<file path="config.mk">
export PLATFORM = sky130hd
export DESIGN_NAME = ae_sensor_reg_writer_flat
export DESIGN_NICKNAME = d
export VERILOG_FILES = /design/src/rtl/ae_pkg.sv /design/src/rtl/ae_sensor_reg_writer_if.sv /design/src/rtl/ae_reg_seq_rom.sv /design/src/rtl/ae_sensor_reg_writer.sv /design/src/flat_wrapper.sv
export SDC_FILE = /design/constraint.sdc
export NUM_CORES = 1
export LEC_CHECK = 0
export CORE_MARGIN = 4
export CORE_UTILIZATION = 55
export DETAILED_ROUTE_END_ITERATION = 10
export PLACE_DENSITY = 0.82
export REMOVE_ABC_BUFFERS = 1
export SLEW_MARGIN = 20
export SYNTH_ARGS = -nofsm -noshare
export SYNTH_HDL_FRONTEND = slang
export SYNTH_HIERARCHICAL = 1
export SYNTH_SLANG_ARGS = --single-unit
</file>
<file path="constraint.sdc">
create_clock -name clk -period 5.6 [get_ports clk]
set_clock_uncertainty 0.05 [all_clocks]
set_input_delay 0.84 -clock clk [delete_from_list [all_inputs] [get_ports clk]]
set_output_delay 0.84 -clock clk [all_outputs]
set_load 0.02 [all_outputs]
</file>
<file path="src/rtl/ae_pkg.sv">
// ae_pkg: OV5640 AEC register map, sequence sizing and FSM states for the AE sensor writer.
// Sequence length depends on AE_GROUP_HOLD_EN (group-hold wrapper around the AEC writes).
package ae_pkg;
  localparam logic [15:0] REG_EXP_H  = 16'h3500;
  localparam logic [15:0] REG_EXP_M  = 16'h3501;
  localparam logic [15:0] REG_EXP_L  = 16'h3502;
  localparam logic [15:0] REG_GAIN_H = 16'h350A;
  localparam logic [15:0] REG_GAIN_L = 16'h350B;
  localparam logic [15:0] REG_GROUP  = 16'h3212;
  localparam logic [7:0] GRP_START  = 8'h00;
  localparam logic [7:0] GRP_END    = 8'h10;
  localparam logic [7:0] GRP_LAUNCH = 8'hA0;
`ifdef AE_GROUP_HOLD_EN
  localparam int SEQ_LEN = 8;
  localparam logic [2:0] SEQ_OFS = 3'd1;
`else
  localparam int SEQ_LEN = 5;
  localparam logic [2:0] SEQ_OFS = 3'd0;
`endif
  localparam logic [2:0] LAST_IDX = 3'(SEQ_LEN - 1);
  typedef enum logic [1:0] {IDLE, ISSUE, DONE} state_t;
endpackage

</file>
<file path="src/rtl/ae_sensor_reg_writer_if.sv">
// ae_sensor_reg_writer_if: valid/ready register-write command port toward the SCCB master.
interface ae_sensor_reg_writer_if;
  logic        valid;
  logic        ready;
  logic [15:0] addr;
  logic [7:0]  data;
  modport master (output valid, addr, data, input ready);
  modport slave (input valid, addr, data, output ready);
endinterface

</file>
<file path="src/rtl/ae_reg_seq_rom.sv">
// ae_reg_seq_rom: maps burst index and snapshot exposure/gain to one sensor register write.
module ae_reg_seq_rom
  import ae_pkg::*;
(
  input  logic [2:0]  index,
  input  logic [15:0] e_snap,
  input  logic [9:0]  g_snap,
  output logic [15:0] addr,
  output logic [7:0]  data,
  output logic        last_entry
);
  logic [2:0] j;
  always_comb begin
    j = index - SEQ_OFS;
    addr = REG_GROUP;
    data = index == LAST_IDX ? GRP_LAUNCH : j == 3'd5 ? GRP_END : GRP_START;
    case (j)
      3'd0: begin addr = REG_EXP_H;  data = {4'h0, e_snap[15:12]}; end
      3'd1: begin addr = REG_EXP_M;  data = e_snap[11:4]; end
      3'd2: begin addr = REG_EXP_L;  data = {e_snap[3:0], 4'h0}; end
      3'd3: begin addr = REG_GAIN_H; data = {6'b0, g_snap[9:8]}; end
      3'd4: begin addr = REG_GAIN_L; data = g_snap[7:0]; end
      default: ;
    endcase
    last_entry = index == LAST_IDX;
  end
endmodule

</file>
<file path="src/rtl/ae_sensor_reg_writer.sv">
// ae_sensor_reg_writer: clamps AE results and writes them to the sensor on the next frame boundary.
// Optional macro AE_GROUP_HOLD_EN wraps the burst in an OV5640 group-hold sequence.
module ae_sensor_reg_writer
  import ae_pkg::*;
#(
  parameter logic [15:0] EXP_MIN  = 16'd1,
  parameter logic [15:0] EXP_MAX  = 16'd1964,
  parameter logic [15:0] GAIN_MIN = 16'h0010,
  parameter logic [15:0] GAIN_MAX = 16'h03FF
) (
  input  logic                          clk,
  input  logic                          rst,
  input  logic                          ae_valid,
  input  logic [15:0]                   exposure_time,
  input  logic [15:0]                   exposure_gain,
  input  logic                          frame_vsync,
  ae_sensor_reg_writer_if.master        cmd,
  output logic                          busy,
  output logic                          update_done,
  output logic [15:0]                   applied_exposure,
  output logic [15:0]                   applied_gain
);
  state_t      state, state_n;
  logic        vsync_d, pending, vs_rise, differ, launch, hs, last;
  logic [15:0] e_in, g_in, pend_e, pend_g, e_snap, g_snap, rom_addr;
  logic [7:0]  rom_data;
  logic [2:0]  index;
  ae_reg_seq_rom u_rom (
    .index      (index),
    .e_snap     (e_snap),
    .g_snap     (g_snap[9:0]),
    .addr       (rom_addr),
    .data       (rom_data),
    .last_entry (last)
  );
  // A same-cycle ae_valid supersedes pending, including an equal value that cancels it.
  always_comb begin
    e_in = exposure_time < EXP_MIN ? EXP_MIN : exposure_time > EXP_MAX ? EXP_MAX : exposure_time;
    g_in = exposure_gain < GAIN_MIN ? GAIN_MIN : exposure_gain > GAIN_MAX ? GAIN_MAX : exposure_gain;
    differ = {e_in, g_in} != {applied_exposure, applied_gain};
    vs_rise = frame_vsync & ~vsync_d;
    launch = state == IDLE && vs_rise && (ae_valid ? differ : pending);
    hs = cmd.valid & cmd.ready;
    state_n = state == IDLE ? (launch ? ISSUE : IDLE) : state == ISSUE ? (hs && last ? DONE : ISSUE) : IDLE;
  end
  assign cmd.valid   = state == ISSUE;
  assign cmd.addr    = cmd.valid ? rom_addr : 16'h0;
  assign cmd.data    = cmd.valid ? rom_data : 8'h0;
  assign busy        = state == ISSUE;
  assign update_done = state == DONE;
  // applied_* load on the final handshake so they are valid alongside update_done.
  always_ff @(posedge clk) begin
    if (rst) begin
      state <= IDLE;
      vsync_d <= 1'b1;
      pending <= 1'b0;
      pend_e <= '0;
      pend_g <= '0;
      e_snap <= '0;
      g_snap <= '0;
      index <= '0;
      applied_exposure <= '0;
      applied_gain <= '0;
    end else begin
      state <= state_n;
      vsync_d <= frame_vsync;
      if (launch) begin
        pending <= 1'b0;
        e_snap <= ae_valid ? e_in : pend_e;
        g_snap <= ae_valid ? g_in : pend_g;
        index <= '0;
      end else if (ae_valid) begin
        pending <= differ;
        pend_e <= e_in;
        pend_g <= g_in;
      end
      if (hs) index <= index + 3'd1;
      if (hs && last) begin
        applied_exposure <= e_snap;
        applied_gain <= g_snap;
      end
    end
  end
endmodule

</file>
<file path="src/flat_wrapper.sv">
// flat-port wrapper written by rule: the top's interface ports become plain ports
module ae_sensor_reg_writer_flat import ae_pkg::*;
#(
  parameter logic [15:0] EXP_MIN  = 16'd1,
  parameter logic [15:0] EXP_MAX  = 16'd1964,
  parameter logic [15:0] GAIN_MIN = 16'h0010,
  parameter logic [15:0] GAIN_MAX = 16'h03FF
)
  (clk, rst, ae_valid, exposure_time, exposure_gain, frame_vsync, busy, update_done, applied_exposure, applied_gain, cmd_valid, cmd_addr, cmd_data, cmd_ready);
  ae_sensor_reg_writer_if cmd_i ();
  input  logic clk;
  input  logic rst;
  input  logic ae_valid;
  input  logic [15:0] exposure_time;
  input  logic [15:0] exposure_gain;
  input  logic frame_vsync;
  output logic busy;
  output logic update_done;
  output logic [15:0] applied_exposure;
  output logic [15:0] applied_gain;
  output wire logic [$bits(cmd_i.valid)-1:0] cmd_valid;
  output wire logic [$bits(cmd_i.addr)-1:0] cmd_addr;
  output wire logic [$bits(cmd_i.data)-1:0] cmd_data;
  input wire logic [$bits(cmd_i.ready)-1:0] cmd_ready;
  assign cmd_valid = cmd_i.valid;
  assign cmd_addr = cmd_i.addr;
  assign cmd_data = cmd_i.data;
  assign cmd_i.ready = cmd_ready;
  ae_sensor_reg_writer #(.EXP_MIN(EXP_MIN), .EXP_MAX(EXP_MAX), .GAIN_MIN(GAIN_MIN), .GAIN_MAX(GAIN_MAX)) u_core (.clk(clk), .rst(rst), .ae_valid(ae_valid), .exposure_time(exposure_time), .exposure_gain(exposure_gain), .frame_vsync(frame_vsync), .cmd(cmd_i), .busy(busy), .update_done(update_done), .applied_exposure(applied_exposure), .applied_gain(applied_gain));
endmodule
</file>
# Word-level counts from Yosys, hierarchy flattened
# Index checks and enable logic that the tools add are counted.
# totals
inputBits,37
wordCells,51
out_inout_bits,59
reg_bits,103
# classes
n_mux,18
n_reduce_logical,7
add_sub_neg,1
n_bitwise,3
n_lt_le_gt_ge,4
n_eq_ne,8
# op_table
operator,count
$mux 16,6
$pmux 11 s5,1
$pmux 8 s5,1
$ne 32x32->1,1
$gt 16x10->1 const B,1
$gt 16x11->1 const B,1
$lt 16x1->1 const B,1
$lt 16x5->1 const B,1
$mux 14,1
$mux 8,1
$eq 3x2->1 const B,2
$eq 3x3->1 const B,2
$mux 2,3
$mux 3,2
$mux 5,1
$add 3x1->3 const B,1
$eq 3x1->1 const B,1
$logic_and 1x1->1,3
$logic_not 3->1,1
$and 1x1->1,2
$eq 2x1->1 const B,1
$eq 2x2->1 const B,1
$logic_not 2->1,1
$mux 1,2
3 further kinds,3

# Logic depth before layout (Yosys ltp)
# depth
ltp_word,8
depth_mapped,11
ltp_nobuf,7

# By module
# Netlist, hierarchy kept.
# modules_own_cells
module,area_each_um2,instances,seq_area_each_um2,cells_each
ae_sensor_reg_writer,5178.7,1,2062.0,604
ae_reg_seq_rom,446.7,1,0.0,58

# Least setup slack after synthesis
# No wires, ideal clock.
# synth_path
path_kind,in2reg
from,input exposure_gain[9]
to,register u_core.e_snap[1]
setup_time_ns,0.123
t_arrival_ns,3.431
setup_slack_ns,1.995
t_required_ns,5.427
cell_stages,10
path_cell_list,or4_1 clkbuf_1 o2111ai_1 xor2_1 or4_1 a2111oi_4 a21o_1 buf_2 buf_6 mux2_1
# synth_via
elab_chain_len,6
elab_cells_between_ends,7
# synth_lines
element,line_no,source
start: declaration,flat_wrapper.sv:15,input logic [15:0] exposure_gain;
$gt 16x10->1,ae_sensor_reg_writer.sv:39,g_in = exposure_gain < GAIN_MIN ? GAIN_MIN : exposure_gain > GAIN_MAX ? GAIN_MAX : exposure_gain;
$mux 16,ae_sensor_reg_writer.sv:39,
$mux 16 *,ae_sensor_reg_writer.sv:39,
$ne 32x32->1 *,ae_sensor_reg_writer.sv:40,"differ = {e_in, g_in} != {applied_exposure, applied_gain};"
$mux 1 *,ae_sensor_reg_writer.sv:42,launch = state == IDLE && vs_rise && (ae_valid ? differ : pending);
$logic_and 1x1->1 *,ae_sensor_reg_writer.sv:42,
end signal: assignment,ae_sensor_reg_writer.sv:69,e_snap <= ae_valid ? e_in : pend_e;
end: declaration,ae_sensor_reg_writer.sv:25,"logic [15:0] e_in, g_in, pend_e, pend_g, e_snap, g_snap, rom_addr;"
# Mark *: on every way between the ends. The rest lies on a longest branch, timed or not.
# A chain may end at the register's enable or synchronous reset.

# Worst setup path in the final report
# layout_path
from,input exposure_time[13]
to,register u_core.g_snap[6]
# layout_via
elab_chain_len,6
elab_cells_between_ends,7
# layout_lines
element,line_no,source
start: declaration,flat_wrapper.sv:14,input logic [15:0] exposure_time;
$gt 16x11->1,ae_sensor_reg_writer.sv:38,e_in = exposure_time < EXP_MIN ? EXP_MIN : exposure_time > EXP_MAX ? EXP_MAX : exposure_time;
$mux 16,ae_sensor_reg_writer.sv:38,
$mux 16 *,ae_sensor_reg_writer.sv:38,
$ne 32x32->1 *,ae_sensor_reg_writer.sv:40,
$mux 1 *,ae_sensor_reg_writer.sv:42,
$logic_and 1x1->1 *,ae_sensor_reg_writer.sv:42,
end signal: assignment,ae_sensor_reg_writer.sv:70,g_snap <= ae_valid ? g_in : pend_g;
end: declaration,ae_sensor_reg_writer.sv:25,
# Marks and branches as above.

==> reports/results.tsv <==
stage	metric	value	unit
critical_path	r2r_setup_slack	2.40	ns
synthesis	synth_top_area_share	0.367	
grt	grtUsageTotal	0.243	
worst_hold_path	whs_path_depth	2	
synthesis	synth_common_cells	103 x dfxtp_1, 76 x nand2_1, 53 x nor2_1, 43 x a21oi_1, 34 x clkbuf_1	
floorplanning	die_h	109	um
timing	setup_viol	0	
critical_path	cp.arrival	4.44	ns
timing	tightestPinTransition	0.933	ns
floorplanning	num_rows	36	
finish	antenna_cells	0	
floorplanning	die_area	11900	um2
synthesis	synth.avg_cell_area	8.50	um2
place	placed_cell_area	6420	um2
grt	first_global_vias	4694	
route	dr.pass1.iters	5	
critical_path	slowest_stage	nor3_1	
timing	max_slew_margin	0.377	
timing	min_period	4.22	ns
clock_tree	clk_latency	0.38	ns
timing	hold_viol_final	0	
timing	fin_crit_sh	0.753	
timing	slew_viol_final	0	
critical_path	crit_type	input port to flop	
critical_path	rr_startpoint	u_core/applied_gain[11]	
floorplanning	ioPinCount	96	
synthesis	synth_ff_type	dfxtp_1	
finish	fin_area	6630	um2
synthesis	synth_async_sr_flop_share	0	
synthesis	yosysSeqAreaShare	0.367	
synthesis	synth_cell_types	73	
pwr	peakVddDrop	0.111	mV
grt	antenna_found_initial	0	
synthesis	synth.most_common_cell	dfxtp_1	
grt	grt_max_degree	86	
synthesis	synth_edf_count	0	
synthesis	synth_seq_cells	103	
finish	syn_to_final_growth	17.9	%
route	viasPerCell	5.83	
run_status	status	completed	
clock_tree	tritoncts	built	
place	place.gp.congestion	0.910	
route	drt_iter0_drc	332	
pwr	p_leak	0.00239	uW
timing	finalSetupTns	0	ns
synthesis	syn_area	5630	um2
clock_tree	post_cts_resized	0	
route	drc_errors	0	
timing	hold_ws	0.415	ns
timing	rsz0062_at_grt	no	
critical_path	r2r_cells	8	
synthesis	synthTopCellsByArea	dfxtp_1 37%, mux2i_1 5.9%, nand2_1 5.1%	
clock_tree	ctsHoldBuffers	0	
finish	nets	752	
route	vias	4963	
grt	grt_pass1_wl	22800	um
pwr	powerDensity	213	nW/um2
synthesis	ys_warn_count	6	
clock_tree	clkSinkCount	103	
clock_tree	h-tree-depth	3	
place	port_buffers	88	
clock_tree	clockRootBuffer	clkbuf_8	
grt	gr-total-overflow	0	
route	wl	14500	um
clock_tree	numCtsBuffers	9	
finish	layout-drive-gt1-share	0.0960	
worst_hold_path	holdPathEnd	u_core/applied_gain[11]	
floorplanning	core	9860	um2
critical_path	critPathMaxFanout	19	
worst_hold_path	min-delay-start	u_core/g_snap[11]	
critical_path	critPathRequiredTime	5.82	ns
route	post_drt_wl_per_cell	17.0	um
route	ant_nets	0	
clock_tree	cts_setup_buffers	0	
floorplanning	die_w	109	um
critical_path	rr_endpoint	u_core/g_snap[6]	
clock_tree	cts.path.max_buffers	2	
clock_tree	clk_pin_slew	0.11	ns
critical_path	cpPeakStageDelay	0.49	ns
timing	clock.fmax	237	MHz
job	maxCapViolCount	0	
place	dp_hpwl	10200	um
synthesis	netlist_instances	662	
synthesis	synth_largest_area_cell	dfxtp_1	
finish	nFillCells	802	
floorplanning	initial_core_util	0.570	
critical_path	worst_setup_path_start_kind	input port	
critical_path	crit_chain	clkdlybuf4s50_1 -> nor3_1 -> nand2_1 -> a211oi_1 -> o2111ai_1 -> a2111oi_4 -> a21o_1 -> buf_4 -> mux2_2	
worst_hold_path	hold_class	flop to flop	
critical_path	cp-end-kind	flop	
==> critical path: cells and delay by family <==
family	cells	cell delay, ns
AO/OA/AOI/OAI	4	1.55
AND/OR/NAND/NOR	2	0.90
buffers and inverters	2	0.76
multiplexers	1	0.37
==> worst max-delay path by stage <==
| stage | from | end | slack (ns) | cells after the start |
|---|---|---|---|---|
| floorplan | exposure_gain[9] | u_core/pend_e[5] | 1.51 | 7 |
| global placement | exposure_gain[9] | u_core/g_snap[7] | 1.19 | 9 |
| detailed placement | exposure_time[13] | u_core/g_snap[6] | 1.05 | 9 |
| CTS | exposure_time[13] | u_core/g_snap[6] | 1.44 | 9 |
| global route | exposure_time[13] | u_core/g_snap[6] | 1.21 | 9 |
| finish | exposure_time[13] | u_core/g_snap[6] | 1.38 | 9 |
==> cells in the final DEF (no fill, tap or decap), types with 7 or more instances in the layout <==
master           netlist  routed
a211o_1               12      12
a211oi_1              14      14
a21oi_1               43      42
and2_1                26      26
buf_4                 15       8
clkbuf_8               0       9
clkdlybuf4s50_1        0      86
conb_1                 2       9
dfxtp_1              103     103
inv_1                 10      10
mux2_1                14      14
mux2_2                 9       9
mux2i_1               33      33
nand2_1               76      76
nand2b_1              32      32
nand3_1               10      10
nor2_1                53      53
nor2b_1               30      30
nor3b_1               11      11
o21ai_0                8       8
or2_2                  7       7
or3b_2                11      11
xnor2_1                7       7
==> cell type report <==
class | count | area, um2 | area share
clock inverters | 7 | 83.8 | 0.0126
inverters | 10 | 37.5 | 0.00566
well taps | 133 | 166 | 0.0251
flip-flops and latches | 103 | 2060 | 0.311
clock buffers | 9 | 124 | 0.0187
repair buffers | 95 | 926 | 0.140
multi-input cells | 495 | 3230 | 0.487
==> power breakdown <==
group          switching (uW)  internal, uW  leakage [uW]
combinational            80.5          69.9       0.00145
clock                     282           216      0.000108
sequential               12.5           750      0.000837
==> registers in the layout (all words and copies together) (netlist names), 2 cells and up <==
register,cells
u_core/applied_exposure,16
u_core/applied_gain,16
u_core/e_snap,16
u_core/g_snap,16
u_core/index,3
u_core/pend_e,16
u_core/pend_g,16
u_core/state,2
==> layer usage <==
metal | share of wire | track usage | wire length (um) | vias up
li1 | - | - | - | 2371
met2 | 0.46 | 0.399 | 6710 | 215
met1 | 0.43 | 0.311 | 6280 | 2345
met5 | 0 | 0 | 0 | -
met3 | 0.075 | 0.0444 | 1080 | 32
met4 | 0.027 | 0.109 | 393 | 0
==> kinds of logic after synthesis <==
logic type | count (synthesis) | synth area share
adder cells (fa/ha/maj) | 1 | 0.00222
flip-flops | 103 | 0.367
multiplexers | 57 | 0.107
AO/OA/AOI/OAI | 120 | 0.151
AND/OR/NAND/NOR | 299 | 0.293
other | 2 | 0.00134
XOR/XNOR | 9 | 0.0140
buffers and inverters | 71 | 0.0643
==> stage by stage <==
stage | util | std cells | total power [uW] | setup WS (ns)
6_report | 0.672 | 852 | 1410 | 1.38
5_1_grt | 0.672 | 852 | 1460 | 1.21
4_1_cts | 0.672 | 852 | 1410 | 1.44
3_5_place_dp | 0.651 | 836 | 926 | 1.05
3_3_place_gp | 0.651 | 836 | 921 | 1.19
2_1_floorplan | - | 608 | 850 | 1.51
(Power assumes the default switching activity.)
